`src/rtl/mul_seq_ctrl.sv`:
```
// Iterative 32x32->64 shift-and-add multiplier sequencer sharing one 32-bit ripple adder.
// Optional signed support is enabled by defining MUL_SIGNED_EN (adds signed_op port and FIX state).

module ripple_add32 (
  input  logic [31:0] in1,
  input  logic [31:0] in2,
  input  logic        cin,
  output logic [31:0] sum
);

  logic [31:0] chain;

  assign chain[0] = cin;

  for (genvar i = 0; i < 32; i++) begin : g_bit
    assign sum[i] = in1[i] ^ in2[i] ^ chain[i];
    if (i < 31) begin : g_carry
      assign chain[i+1] = (in1[i] & in2[i]) | (chain[i] & (in1[i] ^ in2[i]));
    end
  end

endmodule

module mul_seq_ctrl #(
  parameter int CNT_W       = 6,
  parameter bit HOLD_RESULT = 1'b1
) (
  input  logic        clk,
  input  logic        rst,
  input  logic        start,
  input  logic [31:0] op_a,
  input  logic [31:0] op_b,
`ifdef MUL_SIGNED_EN
  input  logic        signed_op,
`endif
  output logic        busy,
  output logic        done,
  output logic [63:0] product
);

  typedef enum logic [1:0] {
    IDLE,
    RUN,
`ifdef MUL_SIGNED_EN
    FIX,
`endif
    DONE
  } state_t;

  state_t      state;
  logic [31:0] acc_hi;
  logic [31:0] acc_lo;
  logic [31:0] mcand;
  logic [CNT_W-1:0] cnt;

  logic [31:0] add_in2;
  logic [31:0] add_sum;
  logic        add_cout;
  logic [31:0] next_hi;
  logic [31:0] next_lo;
  logic [31:0] load_a;
  logic [31:0] load_b;

  assign add_in2 = acc_lo[0] ? mcand : 32'd0;

  ripple_add32 u_add (
    .in1 (acc_hi),
    .in2 (add_in2),
    .cin (1'b0),
    .sum (add_sum)
  );

  // The shared adder has no carry-out, so recover it from the operand and sum MSBs.
  assign add_cout = (acc_hi[31] & add_in2[31]) |
                    ((acc_hi[31] ^ add_in2[31]) & ~add_sum[31]);

  assign next_hi = {add_cout, add_sum[31:1]};
  assign next_lo = {add_sum[0], acc_lo[31:1]};

`ifdef MUL_SIGNED_EN
  logic negate;
  logic load_neg;

  assign load_a   = (signed_op && op_a[31]) ? (~op_a + 32'd1) : op_a;
  assign load_b   = (signed_op && op_b[31]) ? (~op_b + 32'd1) : op_b;
  assign load_neg = signed_op & (op_a[31] ^ op_b[31]);
`else
  assign load_a = op_a;
  assign load_b = op_b;
`endif

  always_ff @(posedge clk) begin
    if (rst) begin
      state   <= IDLE;
      busy    <= 1'b0;
      done    <= 1'b0;
      product <= 64'd0;
      acc_hi  <= 32'd0;
      acc_lo  <= 32'd0;
      mcand   <= 32'd0;
      cnt     <= '0;
`ifdef MUL_SIGNED_EN
      negate  <= 1'b0;
`endif
    end else begin
      case (state)
        IDLE: begin
          done <= 1'b0;
          if (start) begin
            mcand  <= load_a;
            acc_lo <= load_b;
            acc_hi <= 32'd0;
            cnt    <= '0;
            busy   <= 1'b1;
            state  <= RUN;
`ifdef MUL_SIGNED_EN
            negate <= load_neg;
`endif
          end
        end

        RUN: begin
          acc_hi <= next_hi;
          acc_lo <= next_lo;
          cnt    <= cnt + CNT_W'(1);
          if (cnt == CNT_W'(31)) begin
`ifdef MUL_SIGNED_EN
            state   <= FIX;
`else
            // Product is registered from the final step so done and product line up.
            state   <= DONE;
            busy    <= 1'b0;
            done    <= 1'b1;
            product <= {next_hi, next_lo};
`endif
          end
        end

`ifdef MUL_SIGNED_EN
        FIX: begin
          product <= negate ? (~{acc_hi, acc_lo} + 64'd1) : {acc_hi, acc_lo};
          busy    <= 1'b0;
          done    <= 1'b1;
          state   <= DONE;
        end
`endif

        DONE: begin
          done  <= 1'b0;
          state <= IDLE;
          if (!HOLD_RESULT) begin
            product <= 64'd0;
          end
        end

        default: begin
          state <= IDLE;
          busy  <= 1'b0;
          done  <= 1'b0;
        end
      endcase
    end
  end

endmodule

```
`config.mk`:
```
export PLATFORM = sky130hd
export DESIGN_NAME = mul_seq_ctrl
export DESIGN_NICKNAME = d
export VERILOG_FILES = /design/src/rtl/mul_seq_ctrl.sv
export SDC_FILE = /design/constraint.sdc
export NUM_CORES = 1
export LEC_CHECK = 0
export BUFFER_PORTS_ARGS = -buffer_cell sky130_fd_sc_hd__buf_2
export CORE_MARGIN = 5
export CORE_UTILIZATION = 55
export DETAILED_ROUTE_END_ITERATION = 10
export PLACE_DENSITY = 0.79
export SLEW_MARGIN = 20
export SYNTH_ARGS = -nofsm -noshare
export SYNTH_HDL_FRONTEND = slang
export SYNTH_HIERARCHICAL = 1
export SYNTH_SLANG_ARGS = --single-unit
export TNS_END_PERCENT = 1
```
`constraint.sdc`:
```
create_clock -name clk -period 38.4 [get_ports clk]
set_clock_uncertainty 0.05 [all_clocks]
set_input_delay 7.68 -clock clk [delete_from_list [all_inputs] [get_ports clk]]
set_output_delay 7.68 -clock clk [all_outputs]
set_load 0.01 [all_outputs]
```
==> Flow_metrics.wiki <==
{| class="wikitable"
! Metric !! Value
|-
| Cell area after synthesis || 7170 sq um
|-
| Internal power || 0.287 mW
|-
| Transition time of the tightest slew-check pin || 1020 ps
|-
| Number of diodes added for antenna fixing || 0
|-
| Number of synthesized register bits || 170
|-
| Type of the worst setup path || register to register
|-
| Relative area change from synthesis to final layout || 16.0%
|-
| Share of the synthesized area in the top cell type || 47.5%
|-
| Slew headroom || 31.7%
|-
| Share of the synthesized area in compound gates (AO/OA/AOI/OAI) || 21.4%
|-
| Syn Nets || 869
|-
| Gp weighted congestion || 0.767
|-
| Crit path max-delay cell type || sky130_fd_sc_hd__fa_1
|-
| Post-DP HPWL || 10700 um
|-
| Period utilisation layout || 35.6%
|-
| Starting Density || 56.3%
|-
| Ratio of total power to cell area || 45.3 nW/um^2
|-
| Category of the worst setup path capture point || register
|-
| Cell types occupying the most area after synthesis || sky130_fd_sc_hd__dfxtp_1, sky130_fd_sc_hd__fa_1, sky130_fd_sc_hd__a21oi_1
|-
| Routed Antenna Nets || 0
|-
| Aggregate negative setup slack || 0 ps
|-
| Number of flops mapped to enable cells by yosys || 0
|-
| Number of distinct library cells after synthesis || 44
|-
| Latest clock arrival within the worst-skew pair || 420 ps
|-
| Gr ovfl total || 0
|-
| # H-tree levels || 4
|-
| Final design instance area without fill || 8320 sq um
|-
| Full die area || 15400 sq um
|-
| Area fraction in and, or, nand and nor cells after synthesis || 16.1%
|-
| Std-Cell Core Area || 12700 sq um
|-
| Fin nets || 957
|-
| Number of hold buffers added after cts || 0
|-
| Fmax || 73.1 MHz
|-
| Fraction of synthesized area in multiplexers || 0.157%
|-
| Maximum single-stage delay on the critical path || 420 ps
|-
| Placed cell areas || 7760 sq um
|-
| Vias || 5879
|-
| Most common cell after layout, fill and taps aside || sky130_fd_sc_hd__dfxtp_1
|-
| Final hold vios || 0
|-
| Yosys Warn Count || 6
|-
| Gate power share || 7.8%
|-
| Fraction of layout cells with a size suffix above 1 || 21.5%
|-
| Number of primary I/O pins || 133
|-
| Number of port buffers || 132
|-
| Share of synthesized registers carrying an async set or reset || 0%
|-
| Largest family of logic cells by synthesized area || compound AO/OA/AOI/OAI gates
|-
| Antenna violations before repair || 0
|-
| Reg-to-reg critical path startpoint || acc_lo[0]
|-
| Number of instances in the synthesized netlist || 769
|-
| Row Count || 41
|-
| Sum of routed wire length over all layers || 16900 um
|-
| Number of gates resized after CTS || 0
|-
| Top library cells by usage in the layout, fill and taps aside || sky130_fd_sc_hd__dfxtp_1, sky130_fd_sc_hd__buf_2, sky130_fd_sc_hd__a21oi_1
|-
| Area share of xor/xnor cells in the synthesized design || 0.454%
|-
| Arrival time worst endpoint || 13900 ps
|-
| Adder and majority cell fraction of the synthesized area || 9.01%
|-
| Combined area of the multi-input logic cells || 3390 sq um
|-
| Clock transition at the registers of the reported paths || 60 ps
|-
| FILL cells || 1082
|-
| Die Span X || 124 um
|-
| Average wire per cell in the routed design || 16.2 um
|-
| Met1 capacity usage during global routing || 30.3%
|-
| DRC violation count after routing || 0
|-
| Required arrival time at the worst endpoint || 38620 ps
|-
| Share of total power consumed by net switching || 23.8%
|-
| Fraction of met2 tracks used by global routing || 36.0%
|-
| Most repeated library cell on the critical path || sky130_fd_sc_hd__fa_1
|-
| Total area of sequential cells || 3400 sq um
|-
| Sequential fraction of the synthesis area || 47.5%
|-
| Hold path startpoint || mcand[25]
|-
| Longest Clk Path Bufs || 2
|-
| Clk pwr share || 42.1%
|-
| Average cell area after synthesis || 9.32 sq um
|-
| Total global-route track usage || 22.5%
|-
| Setup-violating endpoint count in the final report || 0
|-
| Met3 Use GR || 4.50%
|-
| Static leakage || 3.45 nW
|-
| Max-slew violations || 0
|-
| Crit Path Max Fanout || 33
|-
| Buffers inserted during post-CTS setup optimization || 0
|-
| Worst setup startpoint || acc_lo[0]
|-
| Result of the run || complete, no violations
|-
| Num CTS Buffers || 17
|-
| Kind of launch point of the worst setup path || register
|-
| Clock tree from TritonCTS || done
|-
| Number of sinks driven by the clock tree || 170
|-
| Final period demand of the worst path || 13680 ps
|-
| Detailed-routing iteration count for the pre-antenna-repair pass || 5
|-
| Busiest metal layer after global routing || met2
|-
| Net switching power || 0.0896 mW
|-
| Part of the total power dissipated in sequential elements || 50.1%
|-
| Worst hold-check path type || register to register
|-
| First-pass GRT wire length || 27400 um
|-
| Via-per-instance ratio || 5.65
|-
| Unrepaired setup endpoints after global routing || no
|-
| Power, Total || 0.376 mW
|-
| Die Y || 124 um
|-
| DRT iter0 DRCs || 487
|-
| Worst IR drop on VDD || 0.0000306 V
|-
| Clk root buf || sky130_fd_sc_hd__clkbuf_16
|-
| Total of max-cap violations || 0
|-
| Largest net degree at the start of global routing || 107
|-
| Number of global-route vias before repair || 5715
|-
| Area leader, netlist || sky130_fd_sc_hd__dfxtp_1
|-
| Prevailing post-synth register cell || sky130_fd_sc_hd__dfxtp_1
|}
-- kinds of logic after synthesis --
family / after synthesis
DFF: 170
adders and majority gates: 33
and+or+nand+nor: 244
buffers and inverters: 80
other: 1
muxes: 1
xor gates and xnor gates: 2
AOI/OAI and AO/OA: 238
-- synthesized netlist by cell type (3+ instances only) --
library cell / n
sky130_fd_sc_hd__nand2_1: 66
sky130_fd_sc_hd__buf_4: 3
sky130_fd_sc_hd__a21oi_1: 98
sky130_fd_sc_hd__nand3_1: 64
sky130_fd_sc_hd__o221ai_2: 10
sky130_fd_sc_hd__clkbuf_1: 29
sky130_fd_sc_hd__buf_2: 35
sky130_fd_sc_hd__dfxtp_1: 170
sky130_fd_sc_hd__o21ai_0: 64
sky130_fd_sc_hd__fa_1: 31
sky130_fd_sc_hd__inv_1: 7
sky130_fd_sc_hd__buf_6: 4
sky130_fd_sc_hd__o221ai_1: 22
sky130_fd_sc_hd__a22o_1: 34
sky130_fd_sc_hd__nor2_1: 65
sky130_fd_sc_hd__and2_1: 34
-- cell type report --
type                    count  area share [%]
clock buffers              24            5.67
clock inverters             7           0.828
repair buffers            141            8.88
multi-input cells         519            40.7
flip-flops and latches    170            40.9
inverters                   8           0.361
well taps                 172            2.59
-- worst max-delay path, delay by kind of cell (launching register included) --
| family | cells | cell delay, ps |
|---|---|---|
| adder cells (fa/ha/maj) | 31 | 12040 |
| buffers and inverters | 4 | 390 |
| flip-flops | 1 | 300 |
| AO/OA/AOI/OAI | 2 | 290 |
| XOR/XNOR | 1 | 250 |
| AND/OR/NAND/NOR | 1 | 210 |
-- metrics by stage --
step,instances,util (%),hold slack [ps],setup slack (ps)
floorplan,769,-,382,25600
global placement,1009,61.0,387,25030
detailed placement,1009,61.0,392,24800
CTS,1040,65.2,401,24770
global route,1041,65.4,418,24300
finish,1041,65.4,398,24720
-- worst paths after layout --
check / slack [ps] / cells past startpoint / endpoint
worst min register to register: 400 / 2 / mcand[25]
worst max-delay path: 24720 / 39 / product[63]
worst min-delay path: 400 / 2 / mcand[25]
worst max register to register: 24720 / 39 / product[63]
-- registers in the layout, indices dropped and copies added (netlist names) --
signal,cells
done,1
mcand,32
product,64
acc_hi,32
acc_lo,32
busy,1
cnt,6
state,2
-- power groups by stage --
| stage | Sequential, mW | Clock [mW] | Combinational (mW) |
|---|---|---|---|
| 5_1_grt | 0.189 | 0.168 | 0.0333 |
| 3_5_place_dp | 0.192 | 0 | 0.0296 |
| 6_report | 0.189 | 0.158 | 0.0295 |
| 3_3_place_gp | 0.192 | 0 | 0.0289 |
| 2_1_floorplan | 0.191 | 0 | 0.0224 |
| 4_1_cts | 0.188 | 0.161 | 0.0297 |
-- routing by layer --
layer	part of all wire (%)	wire length [um]
met3	5.9	991
met4	1.6	269
met2	47	7940
met5	0	0
met1	46	7680
(Power assumes the default switching activity.)
